File: src/rtl/enc_pkg.sv
// Constants shared by the encoder event packetizer (transmit) and unpacketizer (receive).
// Packet: three 32-bit words, little endian, tlast on the state word only.
package enc_pkg;
  localparam int PKT_WORDS = 3;
  localparam int W_CNT_LO  = 0;
  localparam int W_CNT_HI  = 1;
  localparam int W_STATE   = 2;

  typedef enum logic [1:0] {
    ST_W0     = 2'd0,
    ST_W1     = 2'd1,
    ST_W2     = 2'd2,
    ST_RESYNC = 2'd3
  } unpk_state_e;

  // Word 2 carries only the state bit; everything above it must be zero.
  function automatic logic pad_ok(input logic [31:0] w);
    return (w[31:1] == 31'd0);
  endfunction
endpackage

File: src/rtl/enc_unpacket_if.sv
// Stream bundle around the unpacketizer: 32-bit word stream in, 64-bit event stream out.
// master = environment side (upstream source + downstream sink), slave = unpacketizer.
interface enc_unpacket_if;
  logic [31:0] s_axis_tdata;
  logic        s_axis_tvalid;
  logic        s_axis_tready;
  logic        s_axis_tlast;
  logic [63:0] m_axis_tdata;
  logic        m_axis_tuser;
  logic        m_axis_tvalid;
  logic        m_axis_tready;
  logic        m_axis_tlast;

  modport master (
    output s_axis_tdata, s_axis_tvalid, s_axis_tlast, m_axis_tready,
    input  s_axis_tready, m_axis_tdata, m_axis_tuser, m_axis_tvalid, m_axis_tlast
  );
  modport slave (
    input  s_axis_tdata, s_axis_tvalid, s_axis_tlast, m_axis_tready,
    output s_axis_tready, m_axis_tdata, m_axis_tuser, m_axis_tvalid, m_axis_tlast
  );
endinterface

File: src/rtl/enc_unpacket_outreg.sv
// Single-entry output holding register. slot_free tells the FSM a new event may load
// this cycle (empty, or the held event drains on this edge).
module enc_unpacket_outreg (
  input  logic        clk,
  input  logic        reset,
  input  logic        load,
  input  logic [63:0] ld_data,
  input  logic        ld_user,
  input  logic        m_tready,
  output logic [63:0] m_tdata,
  output logic        m_tuser,
  output logic        m_tvalid,
  output logic        slot_free
);
  assign slot_free = ~m_tvalid | m_tready;

  always_ff @(posedge clk) begin
    if (reset) begin
      m_tdata  <= '0;
      m_tuser  <= 1'b0;
      m_tvalid <= 1'b0;
    end else if (load) begin
      // A load while draining replaces the event with no bubble.
      m_tdata  <= ld_data;
      m_tuser  <= ld_user;
      m_tvalid <= 1'b1;
    end else if (m_tready) begin
      m_tvalid <= 1'b0;
    end
  end
endmodule

File: src/rtl/enc_unpacket.sv
// Encoder event unpacketizer: reassembles three-word packets into {count, state} events,
// drops malformed packets, resynchronises on tlast and counts framing errors.
module enc_unpacket
  import enc_pkg::*;
#(
  parameter bit CHECK_PAD     = 1'b1,
  parameter int ERR_CNT_WIDTH = 16
) (
  input  logic                     clk,
  input  logic                     reset,
  enc_unpacket_if.slave            bus,
  output logic                     err_frame,
  output logic [ERR_CNT_WIDTH-1:0] err_count
);
  unpk_state_e state;
  logic [31:0] lo_buf, hi_buf;
  logic        slot_free, accept, pad_good, load, err_det;

  assign bus.s_axis_tready = (state == ST_W2) ? slot_free : 1'b1;
  assign bus.m_axis_tlast  = 1'b1;
  assign accept   = bus.s_axis_tvalid & bus.s_axis_tready;
  assign pad_good = !CHECK_PAD || pad_ok(bus.s_axis_tdata);
  assign load     = accept && (state == ST_W2) && bus.s_axis_tlast && pad_good;

  always_comb begin
    err_det = 1'b0;
    case (state)
      ST_W0, ST_W1: err_det = accept && bus.s_axis_tlast;
      ST_W2:        err_det = accept && (!bus.s_axis_tlast || !pad_good);
      default:      err_det = 1'b0;
    endcase
  end

  always_ff @(posedge clk) begin
    if (reset) begin
      state     <= ST_W0;
      lo_buf    <= '0;
      hi_buf    <= '0;
      err_frame <= 1'b0;
      err_count <= '0;
    end else begin
      err_frame <= err_det;
      if (err_det && (err_count != '1))
        err_count <= err_count + {{(ERR_CNT_WIDTH-1){1'b0}}, 1'b1};
      if (accept) begin
        case (state)
          ST_W0: if (!bus.s_axis_tlast) begin
            lo_buf <= bus.s_axis_tdata;
            state  <= ST_W1;
          end
          ST_W1: if (bus.s_axis_tlast) state <= ST_W0;
          else begin
            hi_buf <= bus.s_axis_tdata;
            state  <= ST_W2;
          end
          // Missing tlast on word 2: skip everything up to the next tlast.
          ST_W2:     state <= bus.s_axis_tlast ? ST_W0 : ST_RESYNC;
          ST_RESYNC: if (bus.s_axis_tlast) state <= ST_W0;
          default:   state <= ST_W0;
        endcase
      end
    end
  end

  enc_unpacket_outreg u_outreg (
    .clk       (clk),
    .reset     (reset),
    .load      (load),
    .ld_data   ({hi_buf, lo_buf}),
    .ld_user   (bus.s_axis_tdata[0]),
    .m_tready  (bus.m_axis_tready),
    .m_tdata   (bus.m_axis_tdata),
    .m_tuser   (bus.m_axis_tuser),
    .m_tvalid  (bus.m_axis_tvalid),
    .slot_free (slot_free)
  );
endmodule

File: src/flat_wrapper.sv
// flat-port wrapper written by rule: the top's interface ports become plain ports
module enc_unpacket_flat import enc_pkg::*;
#(
  parameter bit CHECK_PAD     = 1'b1,
  parameter int ERR_CNT_WIDTH = 16
)
  (clk, reset, err_frame, err_count, bus_s_axis_tdata, bus_s_axis_tvalid, bus_s_axis_tlast, bus_m_axis_tready, bus_s_axis_tready, bus_m_axis_tdata, bus_m_axis_tuser, bus_m_axis_tvalid, bus_m_axis_tlast);
  enc_unpacket_if bus_i ();
  input  logic clk;
  input  logic reset;
  output logic err_frame;
  output logic [ERR_CNT_WIDTH-1:0] err_count;
  input wire logic [$bits(bus_i.s_axis_tdata)-1:0] bus_s_axis_tdata;
  input wire logic [$bits(bus_i.s_axis_tvalid)-1:0] bus_s_axis_tvalid;
  input wire logic [$bits(bus_i.s_axis_tlast)-1:0] bus_s_axis_tlast;
  input wire logic [$bits(bus_i.m_axis_tready)-1:0] bus_m_axis_tready;
  output wire logic [$bits(bus_i.s_axis_tready)-1:0] bus_s_axis_tready;
  output wire logic [$bits(bus_i.m_axis_tdata)-1:0] bus_m_axis_tdata;
  output wire logic [$bits(bus_i.m_axis_tuser)-1:0] bus_m_axis_tuser;
  output wire logic [$bits(bus_i.m_axis_tvalid)-1:0] bus_m_axis_tvalid;
  output wire logic [$bits(bus_i.m_axis_tlast)-1:0] bus_m_axis_tlast;
  assign bus_i.s_axis_tdata = bus_s_axis_tdata;
  assign bus_i.s_axis_tvalid = bus_s_axis_tvalid;
  assign bus_i.s_axis_tlast = bus_s_axis_tlast;
  assign bus_i.m_axis_tready = bus_m_axis_tready;
  assign bus_s_axis_tready = bus_i.s_axis_tready;
  assign bus_m_axis_tdata = bus_i.m_axis_tdata;
  assign bus_m_axis_tuser = bus_i.m_axis_tuser;
  assign bus_m_axis_tvalid = bus_i.m_axis_tvalid;
  assign bus_m_axis_tlast = bus_i.m_axis_tlast;
  enc_unpacket #(.CHECK_PAD(CHECK_PAD), .ERR_CNT_WIDTH(ERR_CNT_WIDTH)) u_core (.clk(clk), .reset(reset), .bus(bus_i), .err_frame(err_frame), .err_count(err_count));
endmodule
File: config.mk
export PLATFORM = sky130hd
export DESIGN_NAME = enc_unpacket_flat
export DESIGN_NICKNAME = d
export VERILOG_FILES = /design/src/rtl/enc_pkg.sv /design/src/rtl/enc_unpacket_if.sv /design/src/rtl/enc_unpacket_outreg.sv /design/src/rtl/enc_unpacket.sv /design/src/flat_wrapper.sv
export SDC_FILE = /design/constraint.sdc
export NUM_CORES = 1
export LEC_CHECK = 0
export ABC_CLOCK_PERIOD_IN_PS = 2120
export CORE_UTILIZATION = 50
export DETAILED_ROUTE_END_ITERATION = 10
export GPL_TIMING_DRIVEN = 0
export PLACE_DENSITY = 0.82
export SLEW_MARGIN = 10
export SYNTH_ARGS = -nofsm -noshare
export SYNTH_HDL_FRONTEND = slang
export SYNTH_SLANG_ARGS = --single-unit
File: constraint.sdc
create_clock -name clk -period 2.12 [get_ports clk]
set_input_delay 0.318 -clock clk [delete_from_list [all_inputs] [get_ports clk]]
set_output_delay 0.318 -clock clk [all_outputs]
set_load 0.05 [all_outputs]
* Word-level counts from Yosys, hierarchy flattened
Cells that the tools add are included.
Word-level totals: bits in registers 149, input port bits 37, word-level logic and storage cells 44
Cells by class: add/subtract/negate cells 1, equal/unequal tests 6, multiplexer cells 9, bitwise logic cells 4, reductions and logical operators 16
Operators with widths (number):
- $logic_not A31 Y1 | 1
- $add A16 B1 Y16 const B | 1
- $ne A16 B16 Y1 const B | 1
- $reduce_and A3 Y1 | 3
- $mux W2 | 4
- $pmux W2 S4 | 1
- $logic_and A1 B1 Y1 | 6
- $eq A2 B2 Y1 const B | 2
- $ne A2 B2 Y1 const B | 2
- $mux W1 | 3
- $eq A2 B1 Y1 const B | 1
- $logic_not A1 Y1 | 2
- $logic_not A2 Y1 | 1
- $not A1 Y1 | 2
- $pmux W1 S2 | 1
- $reduce_bool A2 Y1 | 1
- $reduce_or A2 Y1 | 1
- $and A1 B1 Y1 | 1
- $logic_or A1 B1 Y1 | 1
- $or A1 B1 Y1 | 1

* Depth between registers and ports, before layout
Gate-level depths: netlist (run 1).
depth in word-level cells 8, depth in mapped cells 8, gate-level depth less buffers 6

* By module
From an unflattened synthesis (run 1), not the netlist that was laid out.
Second synthesis, totals: cell total of the unflattened synthesis 636, area total of the unflattened synthesis 5718.0 sq um
Modules (own cells, without submodules):
- enc_unpacket | times used 1, cells each 422, area each 3331.9 sq um, sequential area each 1661.6 sq um
- enc_unpacket_outreg | times used 1, cells each 214, area each 2386.0 sq um, sequential area each 1321.3 sq um

* Worst setup path after synthesis (run 1)
Ideal clock, no wire load.
kind flip-flop to flip-flop, start point reg u_core.err_count[0], end point reg u_core.err_count[8], data arrival time 2.078 ns, data required time 1.997 ns, path slack -0.082 ns, stages on the path, launching flop included 7, buffers on the path 1, clock period less this slack 2.202 ns, cells stage by stage dfxtp_1 ha_1 nand4_1 nor4_1 clkbuf_1 nor4_1 mux2_1
On the way: word-level cells in the longest chain between the ends 2, elaborated cells between the ends (all ways) 3, those cells by class add/sub (1); eq/ne (1); reduce/logical (1)
Ends and longest elaborated chain:
- from (decl) | line enc_unpacket.sv:13 | output logic [ERR_CNT_WIDTH-1:0] err_count
- from (signal assigned) | line enc_unpacket.sv:44 | err_count <= err_count + {{(ERR_CNT_WIDTH-1){1'b0}}, 1'b1};
- parallel branches: the longest is 2 deep, another holds $add A16 B1 Y16
Parallel ways; which one is timed is not known. A chain may end at the register's enable or synchronous reset.

* Worst setup path in the final report (run 1)
start point reg u_core.u_outreg.m_tdata[20], end point out bus_m_axis_tdata[20]
RTL lines:
- from (decl) | line enc_unpacket_outreg.sv:10 | output logic [63:0] m_tdata,
- from (signal assigned) | line enc_unpacket_outreg.sv:24 | m_tdata <= ld_data;
- to (decl) | line flat_wrapper.sv:18 | output wire logic [$bits(bus_i.m_axis_tdata)-1:0] bus_m_axis_tdata;
No word-level cell between the ends.

==> results of run 1 <==
metrics by stage:
step / hold slack (ns) / instances / area, um2 / setup TNS (ns)
3_5_place_dp: 0.446 / 957 / 6980 / -29.72
4_1_cts: 0.234 / 987 / 7580 / 0
6_report: 0.237 / 987 / 7630 / 0
2_1_floorplan: 0.415 / 698 / 5610 / 0
5_1_grt: 0.258 / 987 / 7630 / -0.0101
3_3_place_gp: 0.440 / 957 / 6980 / -28.83
power groups by stage:
stage | sequential (W) | clock, W | combinational, W
floorplan | 0.00293 | 0 | 0.000156
global placement | 0.00293 | 0 | 0.000306
detailed placement | 0.00293 | 0 | 0.000315
CTS | 0.00287 | 0.00307 | 0.000319
global route | 0.00288 | 0.00318 | 0.000351
finish | 0.00287 | 0.00305 | 0.000329
cell type report:
type                            instances  area (um2)  area share
Clock inverter                         10         155      0.0203
Inverter                                2        7.51    0.000983
Clock buffer                           20         445      0.0583
Multi-Input combinational cell        495        2370       0.311
Buffer                                 52         282      0.0369
Timing Repair Buffer                  119        1210       0.158
Sequential cell                       149        2990       0.391
Tap cell                              140         175      0.0229
routing by layer:
metal	GRT usage	vias to the layer above
met5	0	-
met4	0.114	0
met3	0.0775	39
met2	0.466	283
met1	0.337	2543
li1	-	2621
synth_stat cells (all sizes together) (6+ instances only):
master  count
or4        13
nor4        8
nand2     263
a21oi     146
dfxtp     149
buf        18
nor2        6
nand4       7
nand3       8
clkbuf     34
o31ai      12
flip-flops by register name (all words and copies together) (netlist names):
register,cells
u_core.lo_buf,32
u_core.state,2
u_core.err_count,16
u_core.err_frame,1
u_core.hi_buf,32
u_core.u_outreg.m_tdata,64
u_core.u_outreg.m_tuser,1
u_core.u_outreg.m_tvalid,1
logic make-up (layout without fill, tap and decap cells):
family | Yosys count | in the layout | synth area share
adder cells (fa/ha/maj) | 1 | 1 | 0.00224
AND/OR/NAND/NOR | 327 | 327 | 0.253
flip-flops | 149 | 149 | 0.533
other | 1 | 1 | 0.000670
multiplexers | 3 | 3 | 0.00559
buffers and inverters | 54 | 203 | 0.0512
AO/OA/AOI/OAI | 163 | 163 | 0.154
worst min-delay path by stage:
| stage | endpoint | cells past startpoint | slack (ns) |
|---|---|---|---|
| after floorplan | u_core.state[1] | 1 | 0.41 |
| after global placement | u_core.u_outreg.m_tdata[22] | 2 | 0.44 |
| after detailed placement | u_core.u_outreg.m_tdata[62] | 2 | 0.45 |
| after CTS | u_core.err_count[8] | 3 | 0.23 |
| after global routing | u_core.err_count[8] | 3 | 0.26 |
| final | u_core.err_count[8] | 3 | 0.24 |
repair_timing:
item,4_1_cts,5_1_grt
resized for setup,3,18
endpoints found under the setup margin,9,81
buffers inserted,0,0
tightest hold or removal path, cell delays in order:
cell and delay (ns):
clkbuf_1 0.15, nor2b_1 0.13, mux2_1 0.13
==> flow_summary.json, run 1 <==
{
  "track_usage": 0.279,
  "rr_worst_depth": 7,
  "cts_tree": "done",
  "arrival_ns": 1.76,
  "final_common_cell": "nand2_1",
  "yosys.area.top_type": "dfxtp_1",
  "syn-num-nets": 736,
  "synthesis.area_um2": 5600,
  "netlist_top_cells_area": "dfxtp_1 53%, nand2_1 18%, a21oi_1 13%, clkbuf_1 2.3%, buf_6 1.8%",
  "slowest_delay_ns": 0.85,
  "avgRoutedWirePerCell_um": 16.0,
  "synth_top_area_share": 0.533,
  "hpwl_um": 11000,
  "path_class": "reg2out",
  "grt_overflow": 0,
  "worst-path-stages": 1,
  "hold_path.class": "in2reg",
  "cpMaxStageDelayCell": "clkdlybuf4s50_1",
  "grt_pass1_vias": 5229,
  "syn_inst": 698,
  "ir_drop_mv": 0.482,
  "synth_ff_type": "dfxtp_1",
  "synth_seq_cells": 149,
  "intPower_w": 0.00492,
  "firstDrtPassIters": 7,
  "timing.rr.start": "u_core.err_count[0]",
  "cp_max_fo": 2,
  "hp-start": "reset",
  "slew-limit-headroom": 0.620,
  "grt_pass1_wl_um": 24800,
  "period_share": 0.979,
  "synthArstFlopShare": 0,
  "crit_buf_inv": 1,
  "io_pins": 122,
  "power.density_nw_per_um2": 819,
  "setup_slack_ns": 0.0438,
  "crit_path_end": "bus_m_axis_tdata[20]",
  "antenna_found_initial": 0,
  "wl_met3_um": 1420,
  "viasPerCell": 5.56,
  "cts_hold_buf": 0,
  "status": "finished, final reports clean",
  "clock_power_share": 0.488,
  "met1_length_um": 6340,
  "fin_worst_skew_ns": 0.00658,
  "port_buffers": 119,
  "root_buffer": "clkbuf_8",
  "crit_chain": "clkdlybuf4s50_1",
  "combinationalPowerShare": 0.053,
  "die-area_um2": 11600,
  "end_kind": "output port",
  "setup_viol": 0,
  "h-tree-depth": 4,
  "numCtsBuffers": 17,
  "clockBufferDepth": 2,
  "grt_max_degree": 17,
  "ant_nets": 0,
  "avgSynthCellArea_um2": 8.02,
  "fin_nets": 874,
  "p_total_w": 0.00626,
  "diodes": 0,
  "place_ws_ns": -0.389,
  "power.leakage_nw": 2.66,
  "max_freq_mhz": 482,
  "route.met2.wl_um": 7690,
  "power.switching_w": 0.00133,
  "area_growth_pct": 36.4,
  "critPathLaunch": "u_core.u_outreg.m_tdata[20]",
  "final_cell_mix": "263 x nand2_1, 146 x a21oi_1, 146 x dfxtp_1",
  "power_frac_seq": 0.459,
  "r2r_setup_slack_ns": 0.09,
  "insertion_delay_ns": 0.53,
  "num-fill-cells": 858,
  "rows": 38,
  "synthDistinctLibCells": 34,
  "die_w_um": 108,
  "first_iter_violations": 432,
  "start_util": 0.514,
  "maxSlewViolCount": 0,
  "top_layer_used": "met4",
  "routabilityCongestion": 0.865,
  "hold_viol": 0,
  "synth-edff-count": 0,
  "die_height_um": 108,
  "drc_errors": 0,
  "reg2reg_to": "u_core.err_count[9]",
  "required_ns": 1.80,
  "worst_slew_pin_slew_ns": 0.570,
  "period_needed_ns": 2.08,
  "layout-drive-gt1-share": 0.0720,
  "ys_seq_area_frac": 0.533,
  "switching_share": 0.213,
  "yosysWarnings": 0,
  "core_um2": 10900,
  "path_delay_family": "buffers and inverters",
  "clkTransAtPathRegs_ns": 0.06,
  "maxCapViolCount": 0,
  "cts_sinks": 149,
  "startpoint_type": "flip-flop",
  "totalWireLength_um": 15800,
  "post-route-util": 0.701,
  "vias": 5486
}
Note: power is estimated with default switching activity, not from simulation.
==> run 2: changes to the inputs <==
--- a/config.mk
+++ b/config.mk
@@ -5,11 +5,13 @@
 export SDC_FILE = /design/constraint.sdc
 export NUM_CORES = 1
 export LEC_CHECK = 0
+export ABC_AREA = 1
 export ABC_CLOCK_PERIOD_IN_PS = 2120
-export CORE_UTILIZATION = 50
+export CORE_UTILIZATION = 51
 export DETAILED_ROUTE_END_ITERATION = 10
 export GPL_TIMING_DRIVEN = 0
-export PLACE_DENSITY = 0.82
+export HOLD_SLACK_MARGIN = 0.12
+export PLACE_DENSITY = 0.83
 export SLEW_MARGIN = 10
 export SYNTH_ARGS = -nofsm -noshare
 export SYNTH_HDL_FRONTEND = slang
==> flow_summary.json, run 2 <==
{
  "synth-edff-count": 0,
  "num-fill-cells": 881,
  "track_usage": 0.272,
  "max_freq_mhz": 498,
  "post-route-util": 0.715,
  "rows": 38,
  "synth_seq_cells": 149,
  "die_w_um": 109,
  "grt_pass1_vias": 5162,
  "status": "finished, final reports clean",
  "first_iter_violations": 405,
  "slew-limit-headroom": 0.564,
  "firstDrtPassIters": 5,
  "maxCapViolCount": 0,
  "netlist_top_cells_area": "dfxtp_1 51%, nor2_1 14%, o21ai_0 9.6%, a21oi_1 6.0%, inv_1 5.9%",
  "top_register": "u_core.u_outreg.m_tdata",
  "diodes": 0,
  "arrival_ns": 1.69,
  "yosys.area.top_type": "dfxtp_1",
  "yosysWarnings": 0,
  "path_delay_family": "buffers and inverters",
  "synth_common_cells": "215 x nor2_1, 149 x dfxtp_1, 112 x o21ai_0, 92 x inv_1, 70 x a21oi_1",
  "largest_reg_flops": 64,
  "ir_drop_mv": 0.521,
  "crit_chain": "clkdlybuf4s50_1",
  "root_buffer": "clkbuf_16",
  "clkTransAtPathRegs_ns": 0.06,
  "cts_hold_buf": 0,
  "synth_compound_area_frac": 0.162,
  "slowest_delay_ns": 0.84,
  "ff_latch_area_um2": 2980,
  "final_cell_mix": "215 x nor2_1, 149 x dfxtp_1, 118 x clkdlybuf4s50_1",
  "r2r_setup_slack_ns": 0.12,
  "layout-drive-gt1-share": 0.0682,
  "path_class": "reg2out",
  "insertion_delay_ns": 0.42,
  "fin_worst_skew_ns": 0.00522,
  "start_util": 0.531,
  "cts_tree": "done",
  "fin_nets": 978,
  "tns_ns": 0,
  "viasPerCell": 5.12,
  "h-tree-depth": 4,
  "ant_nets": 0,
  "avgRoutedWirePerCell_um": 14.3,
  "synth-simple-area-share": 0.229,
  "io_pins": 122,
  "area_growth_pct": 34.6,
  "routabilityCongestion": 0.872,
  "timing.rr.start": "u_core.state[0]",
  "rsz0062_at_grt": "no",
  "numCtsBuffers": 17,
  "fin_area_um2": 7890,
  "grt_pass1_wl_um": 24600,
  "totalWireLength_um": 15600,
  "setup_viol": 0,
  "hold_depth": 2,
  "dpl_cell_area_um2": 7230,
  "cpMaxStageDelayCell": "clkdlybuf4s50_1",
  "hpwl_um": 10700,
  "crit_buf_inv": 1,
  "cp_max_fo": 6,
  "synth_ff_type": "dfxtp_1",
  "cts_sinks": 149,
  "reg2reg_to": "u_core.hi_buf[14]",
  "synth_top_family_by_area": "simple AND/OR/NAND/NOR gates",
  "clockBufferDepth": 2,
  "synth_top_area_share": 0.509,
  "vias": 5599,
  "top_regs": "u_core.u_outreg.m_tdata: 64 flops, u_core.hi_buf: 32 flops, u_core.lo_buf: 32 flops",
  "required_ns": 1.80,
  "grt_max_degree": 17,
  "antenna_found_initial": 0,
  "cts_post_setup_buffers_inserted": 0,
  "synthDistinctLibCells": 30,
  "worst_slew_pin_slew_ns": 0.654,
  "syn-num-nets": 840,
  "synthesis.area_um2": 5860,
  "end_kind": "output port",
  "post-synth-top-count-cell": "nor2_1",
  "period_share": 0.948,
  "synthAdderAreaFrac": 0.00213,
  "die_height_um": 109,
  "synth-xor-area-share": 0.00149,
  "syn_inst": 802,
  "hold_path.class": "in2reg",
  "period_needed_ns": 2.01,
  "hold_viol": 0,
  "min_to": "u_core.lo_buf[24]",
  "port_buffers": 119,
  "startpoint_type": "flip-flop",
  "maxSlewViolCount": 0,
  "synthArstFlopShare": 0,
  "avgSynthCellArea_um2": 7.31,
  "multi_input_comb_area_um2": 2320,
  "ys_seq_area_frac": 0.509,
  "power.leakage_nw": 3.31,
  "power.density_nw_per_um2": 842,
  "final_common_cell": "nor2_1",
  "muxShareOfSynthArea": 0,
  "grt_overflow": 0,
  "core_um2": 11000,
  "rr_worst_depth": 10,
  "hp-start": "reset",
  "die-area_um2": 11900,
  "drc_errors": 0
}
-- run 2: cells by family after synthesis --
logic type | Yosys count
simple gates | 322
compound gates | 189
fa+ha+maj | 1
xor+xnor | 1
buf+inv | 139
other cells | 1
flops | 149
-- run 2: cell type report --
cell class	instances	share of cell area
multi-input combinational	514	0.294
sequential	149	0.378
inverter	95	0.0452
tap	140	0.0222
timing repair buffer	119	0.151
clock inverter	13	0.0292
clock buffer	19	0.0549
buffer	44	0.0258
-- run 2: layer usage --
metal | up-vias | track usage | share of wire
met4 | 0 | 0.130 | 0.024
li1 | 2809 | - | -
met3 | 35 | 0.0610 | 0.065
met5 | - | 0 | 0
met2 | 200 | 0.451 | 0.47
met1 | 2555 | 0.333 | 0.44
-- run 2: worst max path at each step --
stage	endpoint	cells after the start	start
3_3_place_gp	u_core.u_outreg.m_tdata[55]	10	bus_s_axis_tdata[20]
6_report	err_count[12]	1	u_core.err_count[12]
2_1_floorplan	u_core.err_count[5]	8	u_core.err_count[1]
5_1_grt	u_core.hi_buf[29]	9	u_core.u_outreg.m_tvalid
3_5_place_dp	u_core.u_outreg.m_tdata[2]	9	bus_s_axis_tlast
4_1_cts	err_count[12]	1	u_core.err_count[12]
-- run 2: worst register-to-register path: stages, from the launching register on --
cell	delay, ns
dfxtp_1	0.38
inv_2	0.08
nand2_2	0.09
inv_1	0.05
nand2_2	0.09
nand2_4	0.10
nor2_4	0.12
nand3_2	0.25
clkbuf_1	0.27
o21ai_0	0.37
a21oi_1	0.08
-- run 2: what timing repair did --
action / CTS / global route
resized for setup: 1 / 0
setup endpoints to repair: 1 / 0
hold endpoints to repair: 0 / 0
-- run 2: where the power goes --
part	switching, W	internal (W)	total (W)
Combinational	0.000236	0.000143	0.000379
Sequential	0.0000385	0.00286	0.00290
Clock	0.00116	0.00220	0.00336
-- run 2: per-stage QoR --
stage | total power [W] | hold WS (ns) | worst slack, ns | std cells
after global routing | 0.00684 | 0.342 | 0.0454 | 1093
after global placement | 0.00332 | 0.433 | -0.161 | 1061
after floorplan | 0.00316 | 0.424 | 0.158 | 802
after detailed placement | 0.00333 | 0.435 | -0.194 | 1061
after CTS | 0.00665 | 0.322 | 0.107 | 1093
final | 0.00664 | 0.329 | 0.111 | 1093
==> run 3: changes to the inputs <==
--- a/config.mk
+++ b/config.mk
@@ -7,11 +7,13 @@
 export LEC_CHECK = 0
 export ABC_AREA = 1
 export ABC_CLOCK_PERIOD_IN_PS = 2120
-export CORE_UTILIZATION = 51
+export CELL_PAD_IN_SITES_DETAIL_PLACEMENT = 1
+export CELL_PAD_IN_SITES_GLOBAL_PLACEMENT = 2
+export CORE_UTILIZATION = 28
 export DETAILED_ROUTE_END_ITERATION = 10
 export GPL_TIMING_DRIVEN = 0
 export HOLD_SLACK_MARGIN = 0.12
-export PLACE_DENSITY = 0.83
+export PLACE_DENSITY = 0.81
 export SLEW_MARGIN = 10
 export SYNTH_ARGS = -nofsm -noshare
 export SYNTH_HDL_FRONTEND = slang
==> flow_summary.json, run 3 (synthesis gave the netlist of run 2 again) <==
{
  "totalWireLength_um": 18500,
  "power.switching_w": 0.00147,
  "die-area_um2": 21500,
  "fin_worst_skew_ns": 0.00845,
  "io_pins": 122,
  "area_growth_pct": 36.3,
  "timing.rr.start": "u_core.u_outreg.m_tvalid",
  "max_freq_mhz": 497,
  "grt_pass1_wl_um": 29800,
  "insertion_delay_ns": 0.42,
  "h-tree-depth": 4,
  "cpMaxStageDelayCell": "dlygate4sd2_1",
  "root_buffer": "clkbuf_16",
  "largest_reg_flops": 64,
  "arrival_ns": 1.69,
  "routabilityCongestion": 0.762,
  "port_buffers": 119,
  "p_total_w": 0.00628,
  "period_share": 0.948,
  "die_w_um": 147,
  "fin_nets": 979,
  "ant_nets": 0,
  "num-fill-cells": 2523,
  "switching_share": 0.233,
  "clkTransAtPathRegs_ns": 0.06,
  "rr_worst_depth": 11,
  "multi_input_comb_area_um2": 2330,
  "final_common_cell": "nor2_1",
  "reg2reg_to": "u_core.err_count[1]",
  "tns_ns": 0,
  "period_needed_ns": 2.01,
  "numCtsBuffers": 17,
  "clock_power_share": 0.477,
  "grt_max_degree": 17,
  "setup_viol": 0,
  "layout-drive-gt1-share": 0.0766,
  "first_iter_violations": 197,
  "crit_chain": "inv_1 -> nor2_1 -> nand2_2 -> dlygate4sd2_1",
  "firstDrtPassIters": 4,
  "power_frac_seq": 0.462,
  "antenna_found_initial": 0,
  "viasPerCell": 4.46,
  "vias": 5458,
  "intPower_w": 0.00482,
  "track_usage": 0.178,
  "clockBufferDepth": 2,
  "hpwl_um": 13700,
  "grt_overflow": 0,
  "maxCapViolCount": 0,
  "post-route-util": 0.392,
  "slowest_delay_ns": 0.44,
  "drc_errors": 0,
  "top_register": "u_core.u_outreg.m_tdata",
  "slew-limit-headroom": 0.582,
  "status": "finished, final reports clean",
  "end_kind": "output port",
  "crit_path_end": "bus_s_axis_tready",
  "cts_sinks": 149,
  "cts_tree": "done",
  "top_regs": "u_core.u_outreg.m_tdata: 64 flops, u_core.hi_buf: 32 flops, u_core.lo_buf: 32 flops",
  "cp_max_fo": 2,
  "maxSlewViolCount": 0,
  "core_um2": 20400,
  "critPathLaunch": "u_core.u_outreg.m_tvalid",
  "startpoint_type": "flip-flop",
  "required_ns": 1.80,
  "r2r_setup_slack_ns": 0.16,
  "power.density_nw_per_um2": 787,
  "die_height_um": 147,
  "start_util": 0.288,
  "ff_latch_area_um2": 2980,
  "power.leakage_nw": 3.30,
  "avgRoutedWirePerCell_um": 15.2,
  "combinationalPowerShare": 0.061,
  "rsz0062_at_grt": "no",
  "final_cell_mix": "214 x nor2_1, 149 x dfxtp_1, 118 x clkdlybuf4s50_1",
  "diodes": 0,
  "ir_drop_mv": 0.554,
  "path_class": "reg2out",
  "cts_hold_buf": 0,
  "worst_slew_pin_slew_ns": 0.627,
  "hold_path.class": "in2reg",
  "hold_viol": 0,
  "grt_pass1_vias": 5615,
  "rows": 52
}
-- run 3: cell types whose count changed in the layout (fill, tap and decap cells not counted), moves of 2 or more --
| cell | change |
|---|---|
| bufinv_16 | -4 |
| clkbuf_1 | -7 |
| clkbuf_2 | +6 |
| clkbuf_8 | +3 |
| clkinv_2 | +4 |
| clkinv_4 | -2 |
| o21ai_0 | -2 |
| o21ai_1 | +2 |
-- run 3: power by group through the flow --
| stage | Clock, W | Sequential (W) | Combinational (W) |
|---|---|---|---|
| global placement | 0 | 0.00296 | 0.000379 |
| detailed placement | 0 | 0.00296 | 0.000383 |
| CTS | 0.00305 | 0.00290 | 0.000387 |
| finish | 0.00300 | 0.00290 | 0.000384 |
| floorplan | 0 | 0.00297 | 0.000192 |
| global route | 0.00316 | 0.00291 | 0.000430 |
-- run 3: final cells by class --
| cell class | count | share of cell area |
|---|---|---|
| clock inverter | 10 | 0.0132 |
| buffer | 44 | 0.0265 |
| inverter | 95 | 0.0446 |
| sequential | 149 | 0.373 |
| clock buffer | 21 | 0.0589 |
| timing repair buffer | 120 | 0.150 |
| multi-input combinational | 514 | 0.291 |
| tap | 270 | 0.0423 |
-- run 3: what timing repair did --
action | CTS | global route
resized for setup | 1 | 16
pin swaps | 0 | 1
setup endpoints to repair | 1 | 43
buffers inserted | 0 | 1
cloned | 0 | 0
-- run 3: worst min path at each step --
stage                      from                 to  cells past startpoint
2_1_floorplan  u_core.hi_buf[0]   u_core.hi_buf[0]                      2
3_3_place_gp   u_core.lo_buf[4]   u_core.lo_buf[4]                      2
3_5_place_dp   u_core.lo_buf[2]   u_core.lo_buf[2]                      2
4_1_cts                   reset  u_core.lo_buf[25]                      2
5_1_grt                   reset  u_core.lo_buf[23]                      2
6_report                  reset  u_core.lo_buf[25]                      2
-- run 3: per-layer routing --
layer	GRT usage	vias to the layer above	wire (um)
met5	0	-	0
met4	0.0583	0	244
met3	0.0379	17	743
met2	0.302	83	8850
met1	0.223	2556	8700
li1	-	2802	-
-- run 3: critical path: cells and delay by family, from the launching register on --
kind	cells	cell delay, ns
buffers and inverters	2	0.49
flip-flops	1	0.37
AND/OR/NAND/NOR	2	0.41
-- run 3: stage by stage --
| step | instances | setup WS (ns) | hold slack [ns] | area (um2) |
|---|---|---|---|---|
| detailed placement | 1191 | -0.306 | 0.438 | 7390 |
| global route | 1223 | 0.0257 | 0.391 | 7990 |
| floorplan | 802 | 0.158 | 0.424 | 5860 |
| finish | 1223 | 0.110 | 0.349 | 7990 |
| global placement | 1191 | -0.265 | 0.433 | 7390 |
| CTS | 1222 | 0.0392 | 0.346 | 7970 |
